===== src/rtl/map_pkg.sv =====
// Shared map geometry and cell types for the DDA FSMs, the map BROM wrapper
// and the map request server.
package map_pkg;
  localparam int N         = 24;
  localparam int MAP_CELLS = N * N;
  localparam int ADDR_W    = $clog2(MAP_CELLS);
  localparam int CELL_W    = 4;

  typedef logic [ADDR_W-1:0] map_addr_t;
  typedef logic [CELL_W-1:0] map_cell_t;

  localparam map_cell_t OOB_VALUE = 4'hF;

  // One extra bit so the limit stays correct even if MAP_CELLS is a power of two.
  localparam logic [ADDR_W:0] CELL_LIMIT = MAP_CELLS[ADDR_W:0];

  function automatic logic addr_is_oob(input map_addr_t a);
    return {1'b0, a} >= CELL_LIMIT;
  endfunction
endpackage


===== src/rtl/rr_arbiter.sv =====
// Combinational round-robin arbiter: the first eligible port after `pointer`
// (with wrap-around) wins; the pointer register lives in the caller.
module rr_arbiter #(
  parameter int NUM_REQ = 4,
  localparam int IDX_W  = (NUM_REQ > 1) ? $clog2(NUM_REQ) : 1
) (
  input  logic [NUM_REQ-1:0] eligible,
  input  logic [IDX_W-1:0]   pointer,
  output logic [NUM_REQ-1:0] grant,
  output logic [IDX_W-1:0]   grant_idx,
  output logic               grant_valid
);

  logic [IDX_W-1:0] idx;

  always_comb begin
    grant       = '0;
    grant_idx   = '0;
    grant_valid = 1'b0;
    idx         = '0;
    for (int k = 1; k <= NUM_REQ; k++) begin
      idx = IDX_W'((int'(pointer) + k) % NUM_REQ);
      if (!grant_valid && eligible[idx]) begin
        grant_valid = 1'b1;
        grant[idx]  = 1'b1;
        grant_idx   = idx;
      end
    end
  end

endmodule


===== src/rtl/map_request_server.sv =====
// Round-robin server for single-cycle map reads from the DDA FSM array onto one
// BRAM port; responses return in grant order with a one-cycle one-hot valid.
module map_request_server
  import map_pkg::*;
#(
  parameter int NUM_REQ      = 4,
  parameter int BRAM_LATENCY = 2
) (
  input  logic                      pixel_clk_in,
  input  logic                      rst_in,
  input  logic [NUM_REQ-1:0]        map_request_in,
  input  logic [NUM_REQ*ADDR_W-1:0] map_addra_in,
  output map_cell_t                 map_data_out,
  output logic [NUM_REQ-1:0]        map_data_valid_out,
  output map_addr_t                 bram_addr_out,
  output logic                      bram_en_out,
  input  map_cell_t                 bram_data_in,
  output logic                      overrun_out
);

  localparam int IDX_W = (NUM_REQ > 1) ? $clog2(NUM_REQ) : 1;

  typedef struct packed {
    logic             valid;
    logic [IDX_W-1:0] id;
    logic             oob;
  } slot_t;

  logic [NUM_REQ-1:0] pending;
  map_addr_t          pend_addr [NUM_REQ];
  logic [IDX_W-1:0]   rr_ptr;

  logic [NUM_REQ-1:0] eligible;
  logic [NUM_REQ-1:0] grant;
  logic [IDX_W-1:0]   grant_idx;
  logic               grant_valid;
  map_addr_t          grant_addr;
  logic               grant_oob;

  slot_t iss_slot;
  slot_t pipe [BRAM_LATENCY];
  slot_t tail;

  assign eligible = pending | map_request_in;

  rr_arbiter #(.NUM_REQ(NUM_REQ)) u_arb (
    .eligible    (eligible),
    .pointer     (rr_ptr),
    .grant       (grant),
    .grant_idx   (grant_idx),
    .grant_valid (grant_valid)
  );

  // A pending request is older than one arriving this cycle, so it is served first.
  always_comb begin
    grant_addr = pending[grant_idx] ? pend_addr[grant_idx]
                                    : map_addra_in[grant_idx*ADDR_W +: ADDR_W];
    grant_oob  = addr_is_oob(grant_addr);
  end

  always_ff @(posedge pixel_clk_in or posedge rst_in) begin
    if (rst_in) begin
      pending     <= '0;
      overrun_out <= 1'b0;
      rr_ptr      <= IDX_W'(NUM_REQ - 1);
      for (int i = 0; i < NUM_REQ; i++) pend_addr[i] <= '0;
    end else begin
      for (int i = 0; i < NUM_REQ; i++) begin
        if (map_request_in[i]) pend_addr[i] <= map_addra_in[i*ADDR_W +: ADDR_W];
        if (grant[i]) pending[i] <= pending[i] & map_request_in[i];
        else          pending[i] <= pending[i] | map_request_in[i];
      end
      if (|(pending & map_request_in & ~grant)) overrun_out <= 1'b1;
      if (grant_valid) rr_ptr <= grant_idx;
    end
  end

  // Issue stage: an OOB slot travels down the pipe but never touches the BRAM.
  always_ff @(posedge pixel_clk_in or posedge rst_in) begin
    if (rst_in) begin
      bram_en_out   <= 1'b0;
      bram_addr_out <= '0;
      iss_slot      <= '0;
    end else begin
      bram_en_out <= grant_valid && !grant_oob;
      if (grant_valid && !grant_oob) bram_addr_out <= grant_addr;
      iss_slot <= '{valid: grant_valid, id: grant_idx, oob: grant_oob};
    end
  end

  assign tail = pipe[BRAM_LATENCY-1];

  always_ff @(posedge pixel_clk_in or posedge rst_in) begin
    if (rst_in) begin
      for (int k = 0; k < BRAM_LATENCY; k++) pipe[k] <= '0;
      map_data_out       <= '0;
      map_data_valid_out <= '0;
    end else begin
      pipe[0] <= iss_slot;
      for (int k = 1; k < BRAM_LATENCY; k++) pipe[k] <= pipe[k-1];
      if (tail.valid) begin
        map_data_out       <= tail.oob ? OOB_VALUE : bram_data_in;
        map_data_valid_out <= {{(NUM_REQ-1){1'b0}}, 1'b1} << tail.id;
      end else begin
        map_data_valid_out <= '0;
      end
    end
  end

endmodule


===== config.mk =====
export PLATFORM = sky130hd
export DESIGN_NAME = map_request_server
export DESIGN_NICKNAME = d
export VERILOG_FILES = /design/src/rtl/map_pkg.sv /design/src/rtl/rr_arbiter.sv /design/src/rtl/map_request_server.sv
export SDC_FILE = /design/constraint.sdc
export NUM_CORES = 1
export LEC_CHECK = 0
export ABC_AREA = 1
export BUFFER_PORTS_ARGS = -buffer_cell sky130_fd_sc_hd__buf_2
export CORE_UTILIZATION = 40
export DETAILED_ROUTE_END_ITERATION = 8
export GPL_TIMING_DRIVEN = 0
export PLACE_DENSITY = 0.59
export SLEW_MARGIN = 15
export SYNTH_ARGS = -nofsm -noshare
export SYNTH_HDL_FRONTEND = slang
export SYNTH_SLANG_ARGS = --single-unit

===== constraint.sdc =====
create_clock -name pixel_clk_in -period 5.06 [get_ports pixel_clk_in]
set_clock_uncertainty 0.1 [all_clocks]
set_input_delay 0.506 -clock pixel_clk_in [delete_from_list [all_inputs] [get_ports pixel_clk_in]]
set_output_delay 0.506 -clock pixel_clk_in [all_outputs]
set_load 0.1 [all_outputs]

# After elaboration in Yosys (flattened, before gate mapping)
# Index checks and enable logic that the tools add are counted.
# Widths: inputs -> output; s select.
# classes
n_lt_le_gt_ge	11
mux	40
mul	1
n_reduce_logical	13
bitwise	16
shifts	2
n_addsub	4
# ops
op	n
$shiftx 40x7->10	1
$mux 10	3
$mux 4	6
$bmux 10 s2	1
$mux 1	17
$or 4x4->4	4
$lt 2x3->1 const B	5
$bmux 1 s2	5
$ge 10x10->1 const B	1
$and 4x4->4	2
$demux 1 s2	4
$ge 2x1->1 const B	4
$logic_and 1x1->1	8
$mux 2	4
$mul 2x3->5 const B	1
$add 2x1->2 const B	2
$add 2x2->2 const B	2
$and 1x1->1	4
$logic_not 1->1	4
$not 4->4	1
$or 1x1->1	4
$reduce_or 4->1	1
$shl 1x2->4 const A	1
$ge 3x3->1 const B	1
$not 2->3	1
# totals
ff_bits	78

# Logic depth before layout (Yosys ltp)
# logic_depth
word_depth	21
ltp_mapped	23

# Hierarchy
# A second synthesis with hierarchy kept.
# hier_totals
hier_cells	529
hier_area_um2	4184.0
# modules_own_cells
mod	area_each_um2	n_inst	cells_each
map_request_server	3648.5	1	448
rr_arbiter	535.5	1	81

# Least setup slack after synthesis
# Ideal clock, no wire load.
# synth_path
path_kind	reg-to-reg
from	register rr_ptr[1]
to	register bram_addr_out[0]
arrival_ps	2690
synth_period_minus_slack_ps	2911
t_required_ps	4839
path_stages_with_launch	21
n_path_buf	2
path_slack_ps	2149
cell_sequence	dfstp_2 -> inv_1 -> ha_1 -> inv_1 -> nand3_1 -> nand2_2 -> nor2_2 -> nor2_2 -> nand2_4 -> buf_6 -> nand3_1 -> nand3_2 -> nand2_4 -> nand2_1 -> nand2_2 -> inv_2 -> nand2_4 -> nand3_2 -> buf_6 -> nand2_2 -> nand2_1
# synth_via
elab_chain_len	21
word_cells_on_any_way	38
cone_classes	4 x add/sub; 1 x mul; 1 x order compare; 1 x shift; 22 x mux; 1 x bitwise; 8 x reduce/logical
# synth_lines
element	line	rtl
from (decl)	map_request_server.sv:31	logic [IDX_W-1:0] rr_ptr;
from (signal assigned)	map_request_server.sv:65	rr_ptr <= IDX_W'(NUM_REQ - 1);
from (signal assigned)	map_request_server.sv:74	if (grant_valid) rr_ptr <= grant_idx;
parallel branches: the longest is 21 deep, another holds $add 2x1->2	n/a	
to (signal assigned)	map_request_server.sv:86	if (grant_valid && !grant_oob) bram_addr_out <= grant_addr;
to (decl)	map_request_server.sv:15	output map_addr_t bram_addr_out,
# Several ways; the timed one is not identified. The select of a mux whose other input is x is not followed.
# A chain may end at the register's enable or synchronous reset.

# Final worst setup path
# Same ends and word-level chain as after synthesis.

==> qor.txt <==
Clock-pin slew on the worst setup and hold paths = 0.10 ns
Crit Path Class = flip-flop to flip-flop
Minimum clock period = 3.46 ns
Final setup violating endpoints = 0
Setup TNS = 0 ns
Commonest non-fill, non-tap cell in the layout = nand2_1
FILL cells = 1034
Total global-route track usage = 0.217
Worst Tran Pin Value = 0.632 ns
Largest net degree at the start of global routing = 56
Max Slew Vio Count = 0
Via Count = 3974
Synthesis warning total = 0
Share of cells above drive strength 1 = 0.230
Clk buf depth = 2
Sequential area share after synthesis = 0.448
PortBufs = 67
Final wirelength = 11.5 mm
Area leader, netlist = dfrtp_1
Hold-fix buffers at CTS = 0
Core ar. = 0.0105 sq mm
RSZ-0062 raised after global routing = no
Total global routing overflow = 0
Synth cell types = 31
WL per Instance = 14.7 microns
Seq cells post-synth = 78
Synth Area per Inst = 7.81 sq um
Critical path endpoint category = flip-flop
Starting DRC count in detailed routing = 206
Drt drc = 0
Vias in the first global route = 3852
CTS tree = done
Post-Syn Instances = 559
Critical path fanouts, max = 10
Period utilization = 0.684
Cell Area, Synth = 0.00437 sq mm
IO Pins = 70
Nets@finish = 696
Top cells by area, synth = dfrtp_1 (44%), nand2_1 (15%), o21ai_0 (6.5%)
Worst setup SP type = flip-flop
Max-slew headroom = 0.579
Initial antenna violation count = 0
Max-cap violations = 0
Total iterations of the first detailed-routing run = 5
Initial core utilization = 0.417
Most frequent cells in the layout = nand2_1 (175), dfrtp_1 (76), buf_2 (73), inv_1 (60), o21ai_0 (57)
Post-DP HPWL = 8.47 mm
Storage cell area = 0.00195 sq mm
CTS HTree Levels = 3
Core Rows = 37
CP required = 5.22 ns
ANT cells = 0
Post-cts resize count = 0
Maximum clock frequency = 289 MHz
Via/cell ratio = 5.10
Status = complete, no violations
DIE HEIGHT = 106 microns
Post-Syn Nets = 617
Final GP Congestion = 0.905
Multi-input logic area = 0.00200 sq mm
Area Overhead vs Synth = 16.6%
Clk Tree Root Cell = clkbuf_8
Post-route antenna net violation count = 0
Worst-skew pair later-pin latency = 0.36 ns
CTS Buf Count = 9
Post-CTS Setup Repair Bufs = 0
Final Hold Viols = 0
Critical Path AT = 3.62 ns
Die width = 106 microns
Worst Hold Class = input port to asynchronous set/reset pin
Die ar. = 0.0113 sq mm
Share of the synthesized area in the top cell type = 0.436
Global-route wire length before repair = 19.0 mm
Clock sink total = 78
-- final timing paths --
| path | startpoint | endpoint | slack (ns) | depth (start not counted) |
|---|---|---|---|---|
| max | rr_ptr[1] | bram_addr_out[0] | 1.60 | 18 |
| min | rst_in | pend_addr[21] | 0.003 | 2 |
| max reg2reg | rr_ptr[1] | bram_addr_out[0] | 1.60 | 18 |
| min reg2reg | pipe[6] | pipe[2] | 0.25 | 0 |
| max in group asynchronous | rst_in | rr_ptr[0] | 4.21 | 3 |
| min in group pixel_clk_in | pipe[6] | pipe[2] | 0.25 | 0 |
-- metrics by stage --
stage | hold WS [ns] | instance area, sq um | setup slack (ns) | util | instances
6_report | 0.00331 | 5090 | 1.60 | 0.486 | 779
3_3_place_gp | 0.235 | 4870 | 1.42 | 0.466 | 762
2_1_floorplan | 0.231 | 4370 | 2.15 | - | 559
4_1_cts | 0.0201 | 5090 | 1.61 | 0.486 | 779
5_1_grt | 0.0397 | 5090 | 1.34 | 0.486 | 779
3_5_place_dp | 0.235 | 4900 | 1.63 | 0.468 | 763
-- synth_stat cells (all sizes together) --
cell       n
ha         8
nand2    195
dfstp      2
nand3b     3
o2111ai    1
nand3     64
dfrtp     76
a21oi     12
buf       17
nor3b      1
clkbuf     8
nor2      22
inv       66
o211ai     7
nand4     10
o21ai     59
nor3       5
a221oi     3
-- registers in the layout (all words and copies together) (netlist names) --
signal,count
bram_addr_out,10
bram_en_out,1
iss_slot,4
map_data_out,4
map_data_valid_out,4
overrun_out,1
pend_addr,40
pending,4
pipe,8
rr_ptr,2
-- metal layers --
metal | vias up | routed length [microns] | global-route usage | share of wire
met5 | - | 0 | 0 | 0
met4 | 0 | 104 | 0.0499 | 0.0091
met3 | 10 | 841 | 0.0325 | 0.073
met2 | 143 | 5470 | 0.366 | 0.48
met1 | 1867 | 5040 | 0.293 | 0.44
li1 | 1954 | - | - | -
-- critical path: stages, from the launching register on --
cell and delay, ns:
dfstp_2 0.63, inv_1 0.20, ha_1 0.39, inv_1 0.12
nand3_1 0.12, nand2_2 0.16, nor2_2 0.09, nor2_2 0.13
nand2_4 0.09, nand2_4 0.10, buf_4 0.19, clkbuf_1 0.42
o21ai_0 0.15, a21oi_1 0.14, nor2_1 0.05, nand2_1 0.06
nand2_1 0.06, nand4_1 0.10, nand2_1 0.06
-- final cells by class --
| class | instances | share of cell area |
|---|---|---|
| buffer | 25 | 0.0317 |
| clock buffer | 9 | 0.0243 |
| clock inverter | 7 | 0.0125 |
| inverter | 66 | 0.0492 |
| multi-input combinational | 390 | 0.393 |
| sequential | 78 | 0.384 |
| tap | 136 | 0.0334 |
| timing repair buffer | 68 | 0.0713 |
-- cell families (layout without fill, tap and decap cells) --
group,count (synthesis),in the layout,share of synthesized area
buffers and inverters,91,175,0.0937
adder cells (fa/ha/maj),8,8,0.0229
AO/OA/AOI/OAI,82,82,0.105
AND/OR/NAND/NOR,300,300,0.331
flip-flops,78,78,0.448
Power is left out: the tool's default activity adds up to more than one toggle a clock period on the data nets, which glitch-free logic cannot reach.
